==> src/rtl/uart_cmd_rx.sv <==
`default_nettype none
// ============================================================================
// uart_cmd_rx : 8N1 UART receiver and {"T":..,"L":..,"R":..} command decoder
// Revision    : 1.0
// ============================================================================

module uart_cmd_rx #(
  parameter int CLKS_PER_BIT = 434,
  parameter int MAX_FRAME    = 32
) (
  input  logic       clk,
  input  logic       rst,
  input  logic       uart_in,
  output logic [3:0] cmd_type,
  output logic [7:0] speed_l,
  output logic [7:0] speed_r,
  output logic       neg_l,
  output logic       neg_r,
  output logic       frame_valid,
  output logic       frame_error
);

  localparam int CW = $clog2(CLKS_PER_BIT);
  localparam int LW = $clog2(MAX_FRAME + 1);
  localparam logic [CW-1:0] c_HALF   = CW'(CLKS_PER_BIT / 2 - 1);
  localparam logic [CW-1:0] c_FULL   = CW'(CLKS_PER_BIT - 1);
  localparam logic [LW-1:0] c_MAXLEN = LW'(MAX_FRAME);
  localparam logic [7:0] c_LBRACE = 8'h7B, c_RBRACE = 8'h7D, c_QUOTE = 8'h22;
  localparam logic [7:0] c_COLON  = 8'h3A, c_COMMA  = 8'h2C, c_MINUS = 8'h2D;
  localparam logic [7:0] c_DOT    = 8'h2E, c_NL     = 8'h0A;
  localparam logic [7:0] c_KEY_T  = 8'h54, c_KEY_L  = 8'h4C, c_KEY_R = 8'h52;

  typedef enum logic [1:0] {RX_IDLE, RX_START, RX_DATA, RX_STOP} rx_state_t;
  typedef enum logic [3:0] {
    P_IDLE, P_KQ1, P_KEY, P_KQ2, P_COLON, P_SIGN_INT, P_INT,
    P_DOT_END, P_FRAC1, P_FRAC_REST, P_CLOSE_NL
  } p_state_t;

  logic            sync1_q, sync2_q;
  rx_state_t       rx_state_q;
  logic [CW-1:0]   cnt_q;
  logic [2:0]      bit_q;
  logic [7:0]      shift_q;
  logic            byte_stb_q, ferr_q;

  p_state_t        p_state_q;
  logic [2:0]      seen_q;     // {R, L, T}
  logic [1:0]      key_q;      // 0=T, 1=L, 2=R
  logic            neg_q;
  logic [3:0]      int_q, frac_q;
  logic [LW-1:0]   len_q;
  logic [3:0]      t_val_q;
  logic [7:0]      l_val_q, r_val_q;
  logic            l_neg_q, r_neg_q;

  logic            w_is_digit, w_sep, w_err;
  logic [2:0]      w_key_hit;
  logic [6:0]      w_mag;
  logic [7:0]      w_field_val;

  always_ff @(posedge clk) begin
    if (rst) begin
      sync1_q <= 1'b1;
      sync2_q <= 1'b1;
    end else begin
      sync1_q <= uart_in;
      sync2_q <= sync1_q;
    end
  end

  always_ff @(posedge clk) begin
    if (rst) begin
      rx_state_q <= RX_IDLE;
      cnt_q      <= '0;
      bit_q      <= '0;
      shift_q    <= '0;
      byte_stb_q <= 1'b0;
      ferr_q     <= 1'b0;
    end else begin
      byte_stb_q <= 1'b0;
      ferr_q     <= 1'b0;
      unique case (rx_state_q)
        RX_IDLE: begin
          if (!sync2_q) begin
            rx_state_q <= RX_START;
            cnt_q      <= '0;
          end
        end
        RX_START: begin
          if (cnt_q == c_HALF) begin
            cnt_q      <= '0;
            bit_q      <= '0;
            rx_state_q <= sync2_q ? RX_IDLE : RX_DATA;
          end else begin
            cnt_q <= cnt_q + 1'b1;
          end
        end
        RX_DATA: begin
          if (cnt_q == c_FULL) begin
            cnt_q   <= '0;
            shift_q <= {sync2_q, shift_q[7:1]};
            bit_q   <= bit_q + 1'b1;
            if (bit_q == 3'd7) rx_state_q <= RX_STOP;
          end else begin
            cnt_q <= cnt_q + 1'b1;
          end
        end
        RX_STOP: begin
          if (cnt_q == c_FULL) begin
            byte_stb_q <= sync2_q;
            ferr_q     <= !sync2_q;
            rx_state_q <= RX_IDLE;
          end else begin
            cnt_q <= cnt_q + 1'b1;
          end
        end
        default: rx_state_q <= RX_IDLE;
      endcase
    end
  end

  // Byte legality for the current parser state; '{' and length are handled separately.
  always_comb begin
    w_is_digit  = (shift_q >= 8'h30) && (shift_q <= 8'h39);
    w_key_hit   = {shift_q == c_KEY_R, shift_q == c_KEY_L, shift_q == c_KEY_T};
    w_sep       = (shift_q == c_COMMA) || ((shift_q == c_RBRACE) && (&seen_q));
    w_mag       = 7'(int_q) * 7'd10 + 7'(frac_q);
    w_field_val = neg_q ? (8'd0 - {1'b0, w_mag}) : {1'b0, w_mag};
    w_err       = 1'b0;
    unique case (p_state_q)
      P_KQ1, P_KQ2:   w_err = (shift_q != c_QUOTE);
      P_KEY:          w_err = ~|(w_key_hit & ~seen_q);
      P_COLON:        w_err = (shift_q != c_COLON);
      P_SIGN_INT:     w_err = !(w_is_digit || ((shift_q == c_MINUS) && (key_q != 2'd0)));
      P_INT, P_FRAC1: w_err = !w_is_digit;
      P_DOT_END:      w_err = !((shift_q == c_DOT) || w_sep);
      P_FRAC_REST:    w_err = !(w_is_digit || w_sep);
      P_CLOSE_NL:     w_err = (shift_q != c_NL);
      default:        w_err = 1'b0;
    endcase
  end

  always_ff @(posedge clk) begin
    if (rst) begin
      p_state_q   <= P_IDLE;
      seen_q      <= '0;
      key_q       <= '0;
      neg_q       <= 1'b0;
      int_q       <= '0;
      frac_q      <= '0;
      len_q       <= '0;
      t_val_q     <= '0;
      l_val_q     <= '0;
      r_val_q     <= '0;
      l_neg_q     <= 1'b0;
      r_neg_q     <= 1'b0;
      cmd_type    <= '0;
      speed_l     <= '0;
      speed_r     <= '0;
      neg_l       <= 1'b0;
      neg_r       <= 1'b0;
      frame_valid <= 1'b0;
      frame_error <= 1'b0;
    end else begin
      frame_valid <= 1'b0;
      frame_error <= 1'b0;
      if (ferr_q && (p_state_q != P_IDLE)) begin
        frame_error <= 1'b1;
        p_state_q   <= P_IDLE;
        seen_q      <= '0;
      end else if (byte_stb_q) begin
        if (shift_q == c_LBRACE) begin
          frame_error <= (p_state_q != P_IDLE);
          p_state_q   <= P_KQ1;
          seen_q      <= '0;
          len_q       <= LW'(1);
        end else if (p_state_q != P_IDLE) begin
          if ((len_q == c_MAXLEN) || w_err) begin
            frame_error <= 1'b1;
            p_state_q   <= P_IDLE;
            seen_q      <= '0;
          end else begin
            len_q <= len_q + 1'b1;
            unique case (p_state_q)
              P_KQ1: p_state_q <= P_KEY;
              P_KEY: begin
                key_q     <= {w_key_hit[2], w_key_hit[1]};
                seen_q    <= seen_q | w_key_hit;
                p_state_q <= P_KQ2;
              end
              P_KQ2: p_state_q <= P_COLON;
              P_COLON: begin
                neg_q     <= 1'b0;
                int_q     <= '0;
                frac_q    <= '0;
                p_state_q <= P_SIGN_INT;
              end
              P_SIGN_INT: begin
                if (shift_q == c_MINUS) begin
                  neg_q     <= 1'b1;
                  p_state_q <= P_INT;
                end else begin
                  int_q     <= shift_q[3:0];
                  p_state_q <= P_DOT_END;
                end
              end
              P_INT: begin
                int_q     <= shift_q[3:0];
                p_state_q <= P_DOT_END;
              end
              P_FRAC1: begin
                frac_q    <= shift_q[3:0];
                p_state_q <= P_FRAC_REST;
              end
              P_DOT_END, P_FRAC_REST: begin
                if (shift_q == c_DOT) begin
                  p_state_q <= P_FRAC1;
                end else if (!w_is_digit) begin
                  unique case (key_q)
                    2'd0:    t_val_q <= int_q;
                    2'd1:    begin l_val_q <= w_field_val; l_neg_q <= neg_q; end
                    default: begin r_val_q <= w_field_val; r_neg_q <= neg_q; end
                  endcase
                  p_state_q <= (shift_q == c_COMMA) ? P_KQ1 : P_CLOSE_NL;
                end
              end
              P_CLOSE_NL: begin
                cmd_type    <= t_val_q;
                speed_l     <= l_val_q;
                speed_r     <= r_val_q;
                neg_l       <= l_neg_q;
                neg_r       <= r_neg_q;
                frame_valid <= 1'b1;
                seen_q      <= '0;
                p_state_q   <= P_IDLE;
              end
              default: p_state_q <= P_IDLE;
            endcase
          end
        end
      end
    end
  end

endmodule

`default_nettype wire

==> config.mk <==
export PLATFORM = sky130hd
export DESIGN_NAME = uart_cmd_rx
export DESIGN_NICKNAME = d
export VERILOG_FILES = /design/src/rtl/uart_cmd_rx.sv
export SDC_FILE = /design/constraint.sdc
export NUM_CORES = 1
export LEC_CHECK = 0
export ABC_CLOCK_PERIOD_IN_PS = 5100
export CORE_UTILIZATION = 50
export CTS_CLUSTER_DIAMETER = 150
export DETAILED_ROUTE_END_ITERATION = 7
export DONT_BUFFER_PORTS = 1
export REMOVE_ABC_BUFFERS = 1
export SYNTH_ARGS = -nofsm -noshare
export SYNTH_HDL_FRONTEND = slang
export SYNTH_SLANG_ARGS = --single-unit
==> constraint.sdc <==
create_clock -name clk -period 5.1 [get_ports clk]
set_input_delay 1.02 -clock clk [delete_from_list [all_inputs] [get_ports clk]]
set_output_delay 1.02 -clock clk [all_outputs]
set_load 0.01 [all_outputs]
==> results of run 1 <==
## cell usage after synthesis, types with 5 or more instances
master / n
buf_4: 5
and4_1: 5
mux2i_1: 27
a21oi_1: 54
dfxtp_1: 96
nor4bb_1: 5
nor2_1: 35
nand4_1: 12
or2_2: 5
clkbuf_1: 27
a211oi_1: 5
inv_1: 15
nand3_1: 30
o21ai_0: 35
xnor2_1: 10
buf_2: 8
nand2_1: 50
xor2_1: 7
nor2b_1: 10
nand2b_1: 42
o31ai_1: 8
and3_1: 8
ha_1: 14
nor3_1: 16
nor3b_1: 9
## layer usage
layer,GRT usage [%],up-vias,share of wire [%]
met1,29.8,1927,48
met3,3.16,15,3.6
met4,9.86,0,1.8
met2,35.3,84,46
li1,-,2104,-
met5,0,-,0
## logic make-up (layout without fill, tap and decap cells)
logic type	Yosys count	in the layout	synth area share, %
AND/OR/NAND/NOR	255	255	28.5
adder cells (fa/ha/maj)	16	16	4.18
multiplexers	31	31	6.20
AO/OA/AOI/OAI	134	134	16.1
buffers and inverters	57	33	4.86
XOR/XNOR	17	17	2.89
flip-flops	96	96	37.4
## worst paths after layout
check | from | endpoint | slack, ns | cells past startpoint
min | sync1_q$_SDFF_PP1_ | sync2_q$_SDFF_PP1_ | 0.42 | 1
max | p_state_q[0]$_SDFFE_PP0P_ | key_q[0]$_SDFFE_PP0P_ | 1.68 | 8
min reg2reg | sync1_q$_SDFF_PP1_ | sync2_q$_SDFF_PP1_ | 0.42 | 1
max reg2reg | p_state_q[0]$_SDFFE_PP0P_ | key_q[0]$_SDFFE_PP0P_ | 1.68 | 8
## layout make-up
type / count / area, sq um
Tap cell: 133 / 166
Timing Repair Buffer: 2 / 15.0
Clock inverter: 6 / 72.6
Multi-Input combinational cell: 453 / 2990
Clock buffer: 10 / 138
Fill cell: 933 / 4510
Inverter: 15 / 56.3
Sequential cell: 96 / 1920
## per-stage QoR
step           hold slack (ns)  util, %  std cells  setup WS, ns
2_1_floorplan            0.389        -        564          1.22
3_3_place_gp             0.399     52.2        699          1.89
3_5_place_dp             0.400     52.2        699          1.73
4_1_cts                  0.426     54.3        715          1.72
5_1_grt                  0.446     54.3        715          1.43
6_report                 0.424     54.3        715          1.68
## worst max-delay path: stages, from the launching register on
cell,delay [ns]
dfxtp_1,0.78
nor4bb_4,0.10
buf_4,0.25
nor4_1,0.24
o221ai_1,0.19
a22oi_1,0.36
and4_1,0.83
nand2_1,0.19
mux2_1,0.35
## where the power goes
part / switching, W / total, W / internal, W / leakage (nW)
Sequential: 0.00000610 / 0.000758 / 0.000752 / 0.774
Clock: 0.000285 / 0.000532 / 0.000247 / 0.104
Combinational: 0.0000200 / 0.0000357 / 0.0000157 / 0.927
Total: 0.000311 / 0.00133 / 0.00101 / 1.80
## registers in the layout (all words and copies together), names as in the netlist, 6 cells and up, named ones only
register,count
len_q,6
l_val_q,8
shift_q,8
cnt_q,9
r_val_q,8
speed_l,8
speed_r,8
==> qor.yml, run 1 <==
area.growth.synth_to_final_pct: 4.13
io_pins: 27
netlist.area_leader.share_pct: 37.4
ant_nets: 0
holdCritPathClass: "reg -> reg"
layout_min_cycle_time_ns: 3.42
drive_gt1_share_pct: 6.53
yosysSeqAreaShare_pct: 37.4
synthTopCellsByArea: "dfxtp_1, a21oi_1, mux2i_1, nand2b_1, nand2_1"
numCtsBuffers: 9
finClkSkew_ns: 0.00708
setup-tns-final_ns: 0
wl_per_cell_um: 15.4
ys_types: 68
core_area_sq_um: 9860
async_reset_ff_share_pct: 0
drc: 0
drv_cap: 0
first_iter_violations: 201
setup_viol_count_final: 0
n_antenna_cell: 0
routed_wirelength_um: 11000
clock_latency_ns: 0.38
critPathCaptureType: "register"
ys_warn_count: 0
via_count: 4130
syn_area_sq_um: 5140
cellLeakagePower_nw: 1.80
synth_top_area_cell: "dfxtp_1"
cts_tree: "yes"
port_buffers: 0
max_freq_ghz: 0.292
nets: 596
start_util_pct: 52.2
grt_max_degree: 94
tightest_slew_ns: 0.869
cts_hold_buf: 0
worstSetupPathType: "reg -> reg"
dieWidth_um: 103
slew_headroom_pct: 42.0
die_h_um: 103
viasPerCell: 5.78
critPathRequiredTime_ns: 5.37
gr-total-overflow: 0
clk_pin_slew_worst_paths_ns: 0.09
grt_setup_unrepaired: "no"
hold_viol: 0
dp_hpwl_um: 7720
placed_cell_area_sq_um: 5150
grtUsageTotal_pct: 22.1
final-max-slew-violation-count: 0
antenna_found_initial: 0
synthFlopType: "dfxtp_1"
ys_ff_latch: 96
arrival_ns: 3.69
firstDrtPassIters: 4
layout_common_cells: "dfxtp_1, a21oi_1, nand2_1"
grt_pass1_vias: 3881
vdd_drop_max_mv: 0.129
crit_fanout: 24
syn_avg_cell_area_sq_um: 8.49
powerDensity_nw_per_um2: 247
gp_congestion: 0.924
cts_setup_buffers: 0
status: "completed"
clockBufferDepth: 2
min_period_over_period_pct: 67.1
cts-root-buf: "clkbuf_8"
synth-edff-count: 0
cp-start-kind: "register"
final_common_cell: "dfxtp_1"
rows: 36
synthCells: 606
die_area_sq_um: 10700
ctsResizeCount: 0
grt_first_pass_wirelength_um: 18500
h-tree-depth: 3
power_w: 0.00133
cts.sinks: 96
fin_area_sq_um: 5360
Note: power is estimated with default switching activity, not from simulation.
==> run 2: changes to the inputs <==
- ABC_CLOCK_PERIOD_IN_PS: 5100 -> 3400
- clock period: 5.1 -> 3.4 ns (I/O delays scaled with it)
==> qor.yml, run 2 (synthesized netlist as in run 1, its figures left out) <==
status: "completed"
grt_pass1_vias: 3924
final_common_cell: "dfxtp_1"
cts-root-buf: "clkbuf_8"
worstSetupPathType: "reg -> reg"
start_util_pct: 52.2
clk_pin_slew_worst_paths_ns: 0.10
fin_area_sq_um: 5490
worst-r2r-cell-count: 8
routed_wirelength_um: 11500
crit_fanout: 11
finClkSkew_ns: 0.0118
r2r_setup_slack_ns: 0.34
viasPerCell: 5.75
switchingPower_w: 0.000450
dieWidth_um: 103
cts_hold_buf: 0
rows: 36
ctsResizeCount: 0
grt_first_pass_wirelength_um: 19100
grtUsageTotal_pct: 22.9
critPathCaptureType: "register"
wl_per_cell_um: 15.8
setup_ws_ns: 0.340
antenna_found_initial: 0
die_h_um: 103
largest_reg_flops: 9
dpl.cell_count: 714
swShare_pct: 22.0
top_usage_layer: "met2"
crit_end: "l_val_q[4]$_SDFFE_PP0P_"
drv_cap: 0
via_count: 4200
first_iter_violations: 234
cp-start-kind: "register"
setup_viol_count_final: 0
grtUsageMet1_pct: 31.4
cts_setup_buffers: 0
fillCellCount: 931
tightest_slew_ns: 0.902
grt_setup_unrepaired: "no"
firstDrtPassIters: 4
critPathSlowestCell: "nor4bb_1"
area.growth.synth_to_final_pct: 6.66
r2r-end: "l_val_q[4]$_SDFFE_PP0P_"
slowest_delay_ns: 0.64
grt_max_degree: 94
final-max-slew-violation-count: 0
clockBufferDepth: 2
vdd_drop_max_mv: 0.165
arrival_ns: 3.32
numCtsBuffers: 9
cts_tree: "yes"
dp_hpwl_um: 8020
nets: 611
gp_congestion: 0.910
dp_slack_ns: 0.424
power_frac_clock_pct: 41.6
slew_headroom_pct: 39.4
cellLeakagePower_nw: 1.89
critPathRequiredTime_ns: 3.66
regMostFlops: "cnt_q"
max_freq_ghz: 0.327
layout.cells.non_filler: 730
ant_nets: 0
drc: 0
die_area_sq_um: 10700
r2r_start: "shift_q[2]$_SDFFE_PP0P_"
layout_min_cycle_time_ns: 3.06
hold_viol: 0
port_buffers: 0
grt_use_met3_pct: 2.82
holdCritPathClass: "reg -> reg"
path_cells: "nor4bb_1, and4b_1, o22ai_1, a22oi_1, nand3_2, nor3_1, buf_4, mux2_1"
placed_cell_area_sq_um: 5260
layout_common_cells: "dfxtp_1, a21oi_1, nand2_1"
min_period_over_period_pct: 90.0
h-tree-depth: 3
powerDensity_nw_per_um2: 373
crit_path_start: "shift_q[2]$_SDFFE_PP0P_"
gr-total-overflow: 0
p_seq_share_pct: 55.5
n_antenna_cell: 0
clock_latency_ns: 0.36
p_int_w: 0.00160
gr-usage-met2_pct: 36.7
cts.sinks: 96
pwr-share-comb_pct: 2.9
whs_ns: 0.415
io_pins: 27
core_area_sq_um: 9860
drive_gt1_share_pct: 8.71
-- run 2: changes by cell type in the layout (fill, tap and decap cells not counted), sizes merged --
cell / previous run / this run
inv: 19 / 17
clkinv: 0 / 1
bufinv: 1 / 2
clkbuf: 10 / 11
clkinvlp: 1 / 0
buf: 2 / 17
-- run 2: metrics by stage --
| step | util [%] | total power (W) | setup TNS [ns] |
|---|---|---|---|
| after floorplan | - | 0.00120 | -13.73 |
| after global placement | 53.3 | 0.00122 | 0 |
| after detailed placement | 53.3 | 0.00122 | 0 |
| after CTS | 55.6 | 0.00207 | 0 |
| after global routing | 55.6 | 0.00212 | 0 |
| final | 55.6 | 0.00205 | 0 |
-- run 2: power by group through the flow --
stage                     Clock (W)  Sequential [W]  Combinational [W]
after floorplan                   0         0.00116          0.0000428
after global placement            0         0.00116          0.0000583
after detailed placement          0         0.00116          0.0000583
after CTS                  0.000875         0.00114          0.0000589
after global routing       0.000914         0.00114          0.0000660
final                      0.000851         0.00114          0.0000593
-- run 2: routing by layer --
metal  part of all wire [%]  wire (um)
met5                      0          0
met4                   0.95        110
met3                    3.5        399
met2                     45       5240
met1                     50       5790
-- run 2: worst min path at each step --
stage | slack (ns) | cells past startpoint | to | startpoint
floorplan | 0.39 | 1 | sync2_q$_SDFF_PP1_ | sync1_q$_SDFF_PP1_
global placement | 0.40 | 1 | sync2_q$_SDFF_PP1_ | sync1_q$_SDFF_PP1_
detailed placement | 0.39 | 1 | sync2_q$_SDFF_PP1_ | sync1_q$_SDFF_PP1_
CTS | 0.37 | 1 | bit_q[2]$_SDFFE_PP0P_ | rst
global route | 0.37 | 1 | bit_q[2]$_SDFFE_PP0P_ | rst
finish | 0.42 | 1 | sync2_q$_SDFF_PP1_ | sync1_q$_SDFF_PP1_
-- run 2: worst max-delay path: cells and delay by family (launching register included) --
| family | cells | cell delay [ns] |
|---|---|---|
| AND/OR/NAND/NOR | 4 | 1.43 |
| AO/OA/AOI/OAI | 2 | 0.42 |
| multiplexers | 1 | 0.33 |
| buffers and inverters | 1 | 0.23 |
| flip-flops | 1 | 0.53 |
-- run 2: cell type report --
cell class | count | area (sq um) | area share (%)
Clock inverter | 5 | 86.3 | 1.57
Sequential cell | 96 | 1920 | 35.0
Tap cell | 133 | 166 | 3.03
Clock buffer | 11 | 141 | 2.58
Timing Repair Buffer | 17 | 128 | 2.33
Multi-Input combinational cell | 453 | 2990 | 54.4
Inverter | 15 | 56.3 | 1.03
